<file path="config.mk">
export PLATFORM = sky130hd
export DESIGN_NAME = dec_digits_to_binary
export DESIGN_NICKNAME = d
export VERILOG_FILES = /design/src/rtl/dec_digits_to_binary_pkg.sv /design/src/rtl/dec_digits_to_binary_times_ten_add.sv /design/src/rtl/dec_digits_to_binary.sv
export SDC_FILE = /design/constraint.sdc
export NUM_CORES = 1
export LEC_CHECK = 0
export ABC_AREA = 1
export CAP_MARGIN = 15
export CORE_ASPECT_RATIO = 2
export CORE_MARGIN = 2
export CORE_UTILIZATION = 30
export CTS_BUF_LIST = sky130_fd_sc_hd__clkbuf_4 sky130_fd_sc_hd__clkbuf_8
export DETAILED_ROUTE_END_ITERATION = 12
export PLACE_DENSITY = 0.43
export SLEW_MARGIN = 15
export SYNTH_ARGS = -nofsm -noshare
export SYNTH_HDL_FRONTEND = slang
export SYNTH_SLANG_ARGS = --single-unit
</file>
<file path="constraint.sdc">
create_clock -name clk -period 3.6 [get_ports clk]
set_clock_uncertainty 0.15 [all_clocks]
set_input_delay 0.9 -clock clk [delete_from_list [all_inputs] [get_ports clk]]
set_output_delay 0.9 -clock clk [all_outputs]
set_load 0.05 [all_outputs]
</file>
<file path="src/rtl/dec_digits_to_binary_pkg.sv">
// rtl/dec_digits_to_binary_pkg.sv - shared states and constants for the decimal-to-binary converter
package dec_digits_to_binary_pkg;

    localparam int WIDTH   = 13;
    localparam int DIGITS  = 4;
    localparam int BCD_MAX = 9;

    typedef enum logic [1:0] {
        IDLE  = 2'd0,
        ACCUM = 2'd1,
        DONE  = 2'd2
    } state_t;

endpackage

</file>
<file path="src/rtl/dec_digits_to_binary_times_ten_add.sv">
// rtl/dec_digits_to_binary_times_ten_add.sv - combinational acc*10 + digit
// Ports:
//   value  WIDTH-bit running accumulator
//   digit  4-bit digit to append (already sanitised by the caller)
//   sum    (WIDTH+4)-bit value*10 + digit, wide enough that it never wraps
module times_ten_add #(
    parameter int WIDTH = 13
) (
    input  logic [WIDTH-1:0] value,
    input  logic [3:0]       digit,
    output logic [WIDTH+3:0] sum
);

    logic [WIDTH+3:0] x8;
    logic [WIDTH+3:0] x2;
    logic [WIDTH+3:0] dz;

    // value*10 = (value<<3) + (value<<1); extend before shifting so no bits drop.
    assign x8  = {1'b0, value, 3'b000};
    assign x2  = {3'b000, value, 1'b0};
    assign dz  = {{WIDTH{1'b0}}, digit};
    assign sum = x8 + x2 + dz;

endmodule

</file>
<file path="src/rtl/dec_digits_to_binary.sv">
// rtl/dec_digits_to_binary.sv - serial BCD (MSD first) to binary converter with saturation
// Ports:
//   clk, reset            rising-edge clock, asynchronous active-high reset
//   start                 begins a conversion, only looked at in IDLE
//   digit, digit_valid    BCD digit stream; transfer when digit_valid & digit_ready
//   digit_ready, busy     decoded from state (ACCUM / ACCUM or DONE)
//   done                  one-cycle pulse once the last digit is folded in
//   result                converted value, held until a later conversion completes
//   overflow, digit_err   sticky flags, cleared by start
module dec_digits_to_binary #(
    parameter int WIDTH  = dec_digits_to_binary_pkg::WIDTH,
    parameter int DIGITS = dec_digits_to_binary_pkg::DIGITS
) (
    input  logic             clk,
    input  logic             reset,
    input  logic             start,
    input  logic [3:0]       digit,
    input  logic             digit_valid,
    output logic             digit_ready,
    output logic             busy,
    output logic             done,
    output logic [WIDTH-1:0] result,
    output logic             overflow,
    output logic             digit_err
);

    import dec_digits_to_binary_pkg::*;

    localparam int               CW        = $clog2(DIGITS + 1);
    localparam logic [CW-1:0]    LAST_IDX  = CW'(DIGITS - 1);
    localparam logic [3:0]       DIGIT_MAX = 4'(BCD_MAX);
    localparam logic [WIDTH-1:0] SAT_VAL   = '1;

    state_t           state;
    state_t           state_nxt;
    logic [WIDTH-1:0] acc;
    logic [CW-1:0]    count;
    logic [WIDTH+3:0] sum;
    logic [3:0]       d_eff;
    logic             bad_digit;
    logic             xfer;
    logic             last;
    logic             sat;

    assign bad_digit = (digit > DIGIT_MAX);
    assign d_eff     = bad_digit ? 4'd0 : digit;
    assign xfer      = digit_valid && (state == ACCUM);
    assign last      = (count == LAST_IDX);
    // Once saturated the flag alone keeps acc pinned, so later digits cannot
    // bring a wrapped value back into range.
    assign sat       = overflow || (|sum[WIDTH+3:WIDTH]);

    times_ten_add #(.WIDTH(WIDTH)) u_times_ten_add (
        .value (acc),
        .digit (d_eff),
        .sum   (sum)
    );

    always_comb begin
        state_nxt   = state;
        digit_ready = 1'b0;
        busy        = 1'b0;
        case (state)
            IDLE: begin
                if (start) state_nxt = ACCUM;
            end
            ACCUM: begin
                digit_ready = 1'b1;
                busy        = 1'b1;
                if (xfer && last) state_nxt = DONE;
            end
            DONE: begin
                busy      = 1'b1;
                state_nxt = IDLE;
            end
            default: state_nxt = IDLE;
        endcase
    end

    always_ff @(posedge clk or posedge reset) begin
        if (reset) begin
            state     <= IDLE;
            acc       <= '0;
            count     <= '0;
            result    <= '0;
            done      <= 1'b0;
            overflow  <= 1'b0;
            digit_err <= 1'b0;
        end else begin
            state <= state_nxt;
            done  <= 1'b0;
            case (state)
                IDLE: begin
                    if (start) begin
                        acc       <= '0;
                        count     <= '0;
                        overflow  <= 1'b0;
                        digit_err <= 1'b0;
                    end
                end
                ACCUM: begin
                    if (xfer) begin
                        count <= count + 1'b1;
                        if (bad_digit) digit_err <= 1'b1;
                        if (sat) begin
                            acc      <= SAT_VAL;
                            overflow <= 1'b1;
                        end else begin
                            acc <= sum[WIDTH-1:0];
                        end
                        if (last) begin
                            done   <= 1'b1;
                            result <= sat ? SAT_VAL : sum[WIDTH-1:0];
                        end
                    end
                end
                default: ;
            endcase
        end
    end

endmodule

</file>
==> results.yml, run 1 <==
critical_path:
  crit_cells: 17
  required_ns: 3.63
  path_buf_inv: 3
  r2r_start: "acc[0]"
  cp-startpoint: "digit[1]"
  crit_top_cell: "nand2_1"
  r2r_setup_slack_ns: 0.80
  critPathCapture: "acc[12]"
  rr_worst_depth: 15
  end_kind: "register"
  max_stage_delay_ns: 0.48
  start_kind: "primary input"
  crit_family: "simple AND/OR/NAND/NOR gates"
  arrival_ns: 3.30
  crit_slowest_cell: "fa_1"
  r2r-end: "acc[12]"
  path_class: "primary input to register"
  crit_chain: "dlymetal6s2s_1 -> o21ai_2 -> nand2_1 -> fa_1 -> inv_1 -> fa_2 -> nand3_2 -> nand3_2 -> nand3_2 -> nand3_1 -> nand2_1 -> nand2_2 -> nor2_4 -> buf_6 -> nand3_1 -> nand2_1 -> nand2_1"
  critPathMaxFanout: 5
sta:
  hold_ws_ns: 0.333
  hold_viol: 0
  timing.fmax_ghz: 0.306
  slew_violations: 0
  final.setup.tns_ns: 0
  timing.max_slew.rel_slack_pct: 64.1
  rsz0062_at_grt: "no"
  post-route-period-util_pct: 90.9
  setup_viol: 0
  tightest_slew_ns: 0.537
  post-route-min-period_ns: 3.27
die:
  std_cell_rows: 48
  die_area_sq_um: 9490
  die_h_um: 136
  die_w_um: 69.9
  core_sq_um: 8530
  initial_core_util_pct: 30.5
  io_pins: 26
clocking:
  cts_buffers: 5
  insertion_delay_ns: 0.29
  clk_pin_slew_worst_paths_ns: 0.06
  htree_levels: 2
  clk_path_buf_depth: 2
  cts_root_buf: "clkbuf_8"
  hold_buffers: 0
  cts.sinks: 34
  cts_tree: "done"
detailed_routing:
  antenna_left: 0
  drtPass1Iterations: 4
  drc: 0
  drtIter0Drc: 50
  vias: 2262
  routedWlPerCell_um: 13.9
  drt-total-wl_um: 6910
  via_per_inst: 4.54
placed_design:
  port_buffers: 25
  hpwl_um: 5520
  gp_congestion: 0.865
  post_dp_cell_area_sq_um: 3050
synthesis:
  async_reset_ff_share_pct: 100
  synth_area_sq_um: 2600
  yosysUniqueCellTypes: 26
  synth_warnings: 0
  ys_seq_area_share_pct: 32.7
  syn_nets: 393
  synth_edf_count: 0
  synth_ff_type: "dfrtp_1"
  synth_area_per_cell_sq_um: 7.36
  ys_ff_latch: 34
  syn_inst: 354
final_layout:
  fillCellCount: 934
  stdcell_area_sq_um: 3230
  drive_gt1_share_pct: 14.1
  area_delta_synth_final_pct: 24.2
  final_nets: 438
  n_antenna_cell: 0
min_path:
  hold_class: "register to register"
  hold_path_depth: 2
global_route:
  grt_usage_pct: 15.2
  grt_pass1_vias: 2330
  antenna_found_initial: 0
  grt_pass1_wl_um: 11100
  grt_max_degree: 35
  grt.overflow.total: 0
job:
  maxCapViolCount: 0
outcome:
  status: "complete, no violations"
==> kinds of logic after synthesis <==
| logic type | after synthesis | synth area share (%) |
|---|---|---|
| compound gates | 19 | 3.99 |
| simple gates | 200 | 34.8 |
| fa+ha+maj | 31 | 15.5 |
| xor+xnor | 8 | 2.69 |
| buf+inv | 62 | 10.3 |
| flops | 34 | 32.7 |
==> Yosys cell counts, types with 3 or more instances <==
library cell | n | area (sq um)
nand2_1 | 145 | 544
inv_1 | 56 | 210
dfrtp_1 | 34 | 851
ha_1 | 29 | 363
nand3_1 | 14 | 70.1
nand3_2 | 14 | 140
nor2_1 | 14 | 52.6
a21oi_1 | 10 | 50.1
nand2_2 | 5 | 31.3
o21ai_0 | 5 | 25.0
xor2_1 | 5 | 43.8
xnor2_1 | 3 | 26.3
==> tightest hold or removal path, cell delays in order (launching register included) <==
cell and delay [ns]:
dfrtp_1 0.35, nand2_1 0.05, nand2_1 0.05
==> worst min path at each step <==
stage,slack [ns],startpoint,to
finish,0.33,result[6],result[6]
global route,0.36,result[9],result[9]
CTS,0.33,count[0],count[0]
detailed placement,0.31,result[6],result[6]
global placement,0.32,result[4],result[4]
floorplan,0.30,count[0],count[0]
==> layout by cell type (no fill, tap or decap), types with 2 or more instances in the layout <==
master / instances
and2_1: 2
buf_6: 2
ha_1: 28
nand3_1: 11
buf_4: 14
nor2_2: 2
clkdlybuf4s50_1: 22
nand2_1: 143
inv_1: 56
dfrtp_1: 34
xnor2_1: 3
xor2_1: 5
a21oi_1: 10
dlymetal6s2s_1: 3
nand4_1: 2
clkbuf_8: 6
o22ai_1: 2
nor2_1: 14
nand2_2: 7
nand3_2: 16
o21ai_0: 4
==> registers in the layout, indices dropped and copies added (netlist names) <==
| name | count |
|---|---|
| acc | 13 |
| count | 3 |
| digit_err | 1 |
| done | 1 |
| overflow | 1 |
| result | 13 |
| state | 2 |
==> layer usage <==
metal	vias up	routed length, um	global-route usage (%)
met4	0	133	7.37
met2	31	4010	30.3
met5	-	0	0
met3	8	116	1.04
met1	1040	2650	15.5
li1	1183	-	-
==> what timing repair did <==
item,CTS,global route
resized for setup,3,14
buffers inserted,0,3
endpoints found under the hold margin,0,0
pin swaps,0,6
setup endpoints to repair,27,27
gates cloned,0,1
==> metrics by stage <==
step	worst slack [ns]	util (%)	std cells
final	0.328	37.9	498
after detailed placement	-0.445	35.7	488
after global placement	-0.428	35.7	488
after floorplan	0.0206	-	354
after CTS	0.00730	36.8	494
after global routing	0.143	37.9	498
==> area by class of cell <==
type                    instances  area (sq um)  share of cell area, %
clock buffers                   6          82.6                   2.55
inverters                      56           210                   6.50
multi-input cells             258          1520                   47.0
flip-flops and latches         34           851                   26.3
well taps                     100           125                   3.87
repair buffers                 44           445                   13.8
Power of run 1 is not shown: default switching activity piles up to over one toggle a cycle in this logic, so the estimate is an artifact.
==> inputs of run 2 (changes only) <==
CTS_BUF_LIST = sky130_fd_sc_hd__clkbuf_8   (was sky130_fd_sc_hd__clkbuf_4 sky130_fd_sc_hd__clkbuf_8)
==> results of run 2 <==
Final layout, timing and power as in run 1 (identical DEF).
Power of run 2 is left out for the same reason.
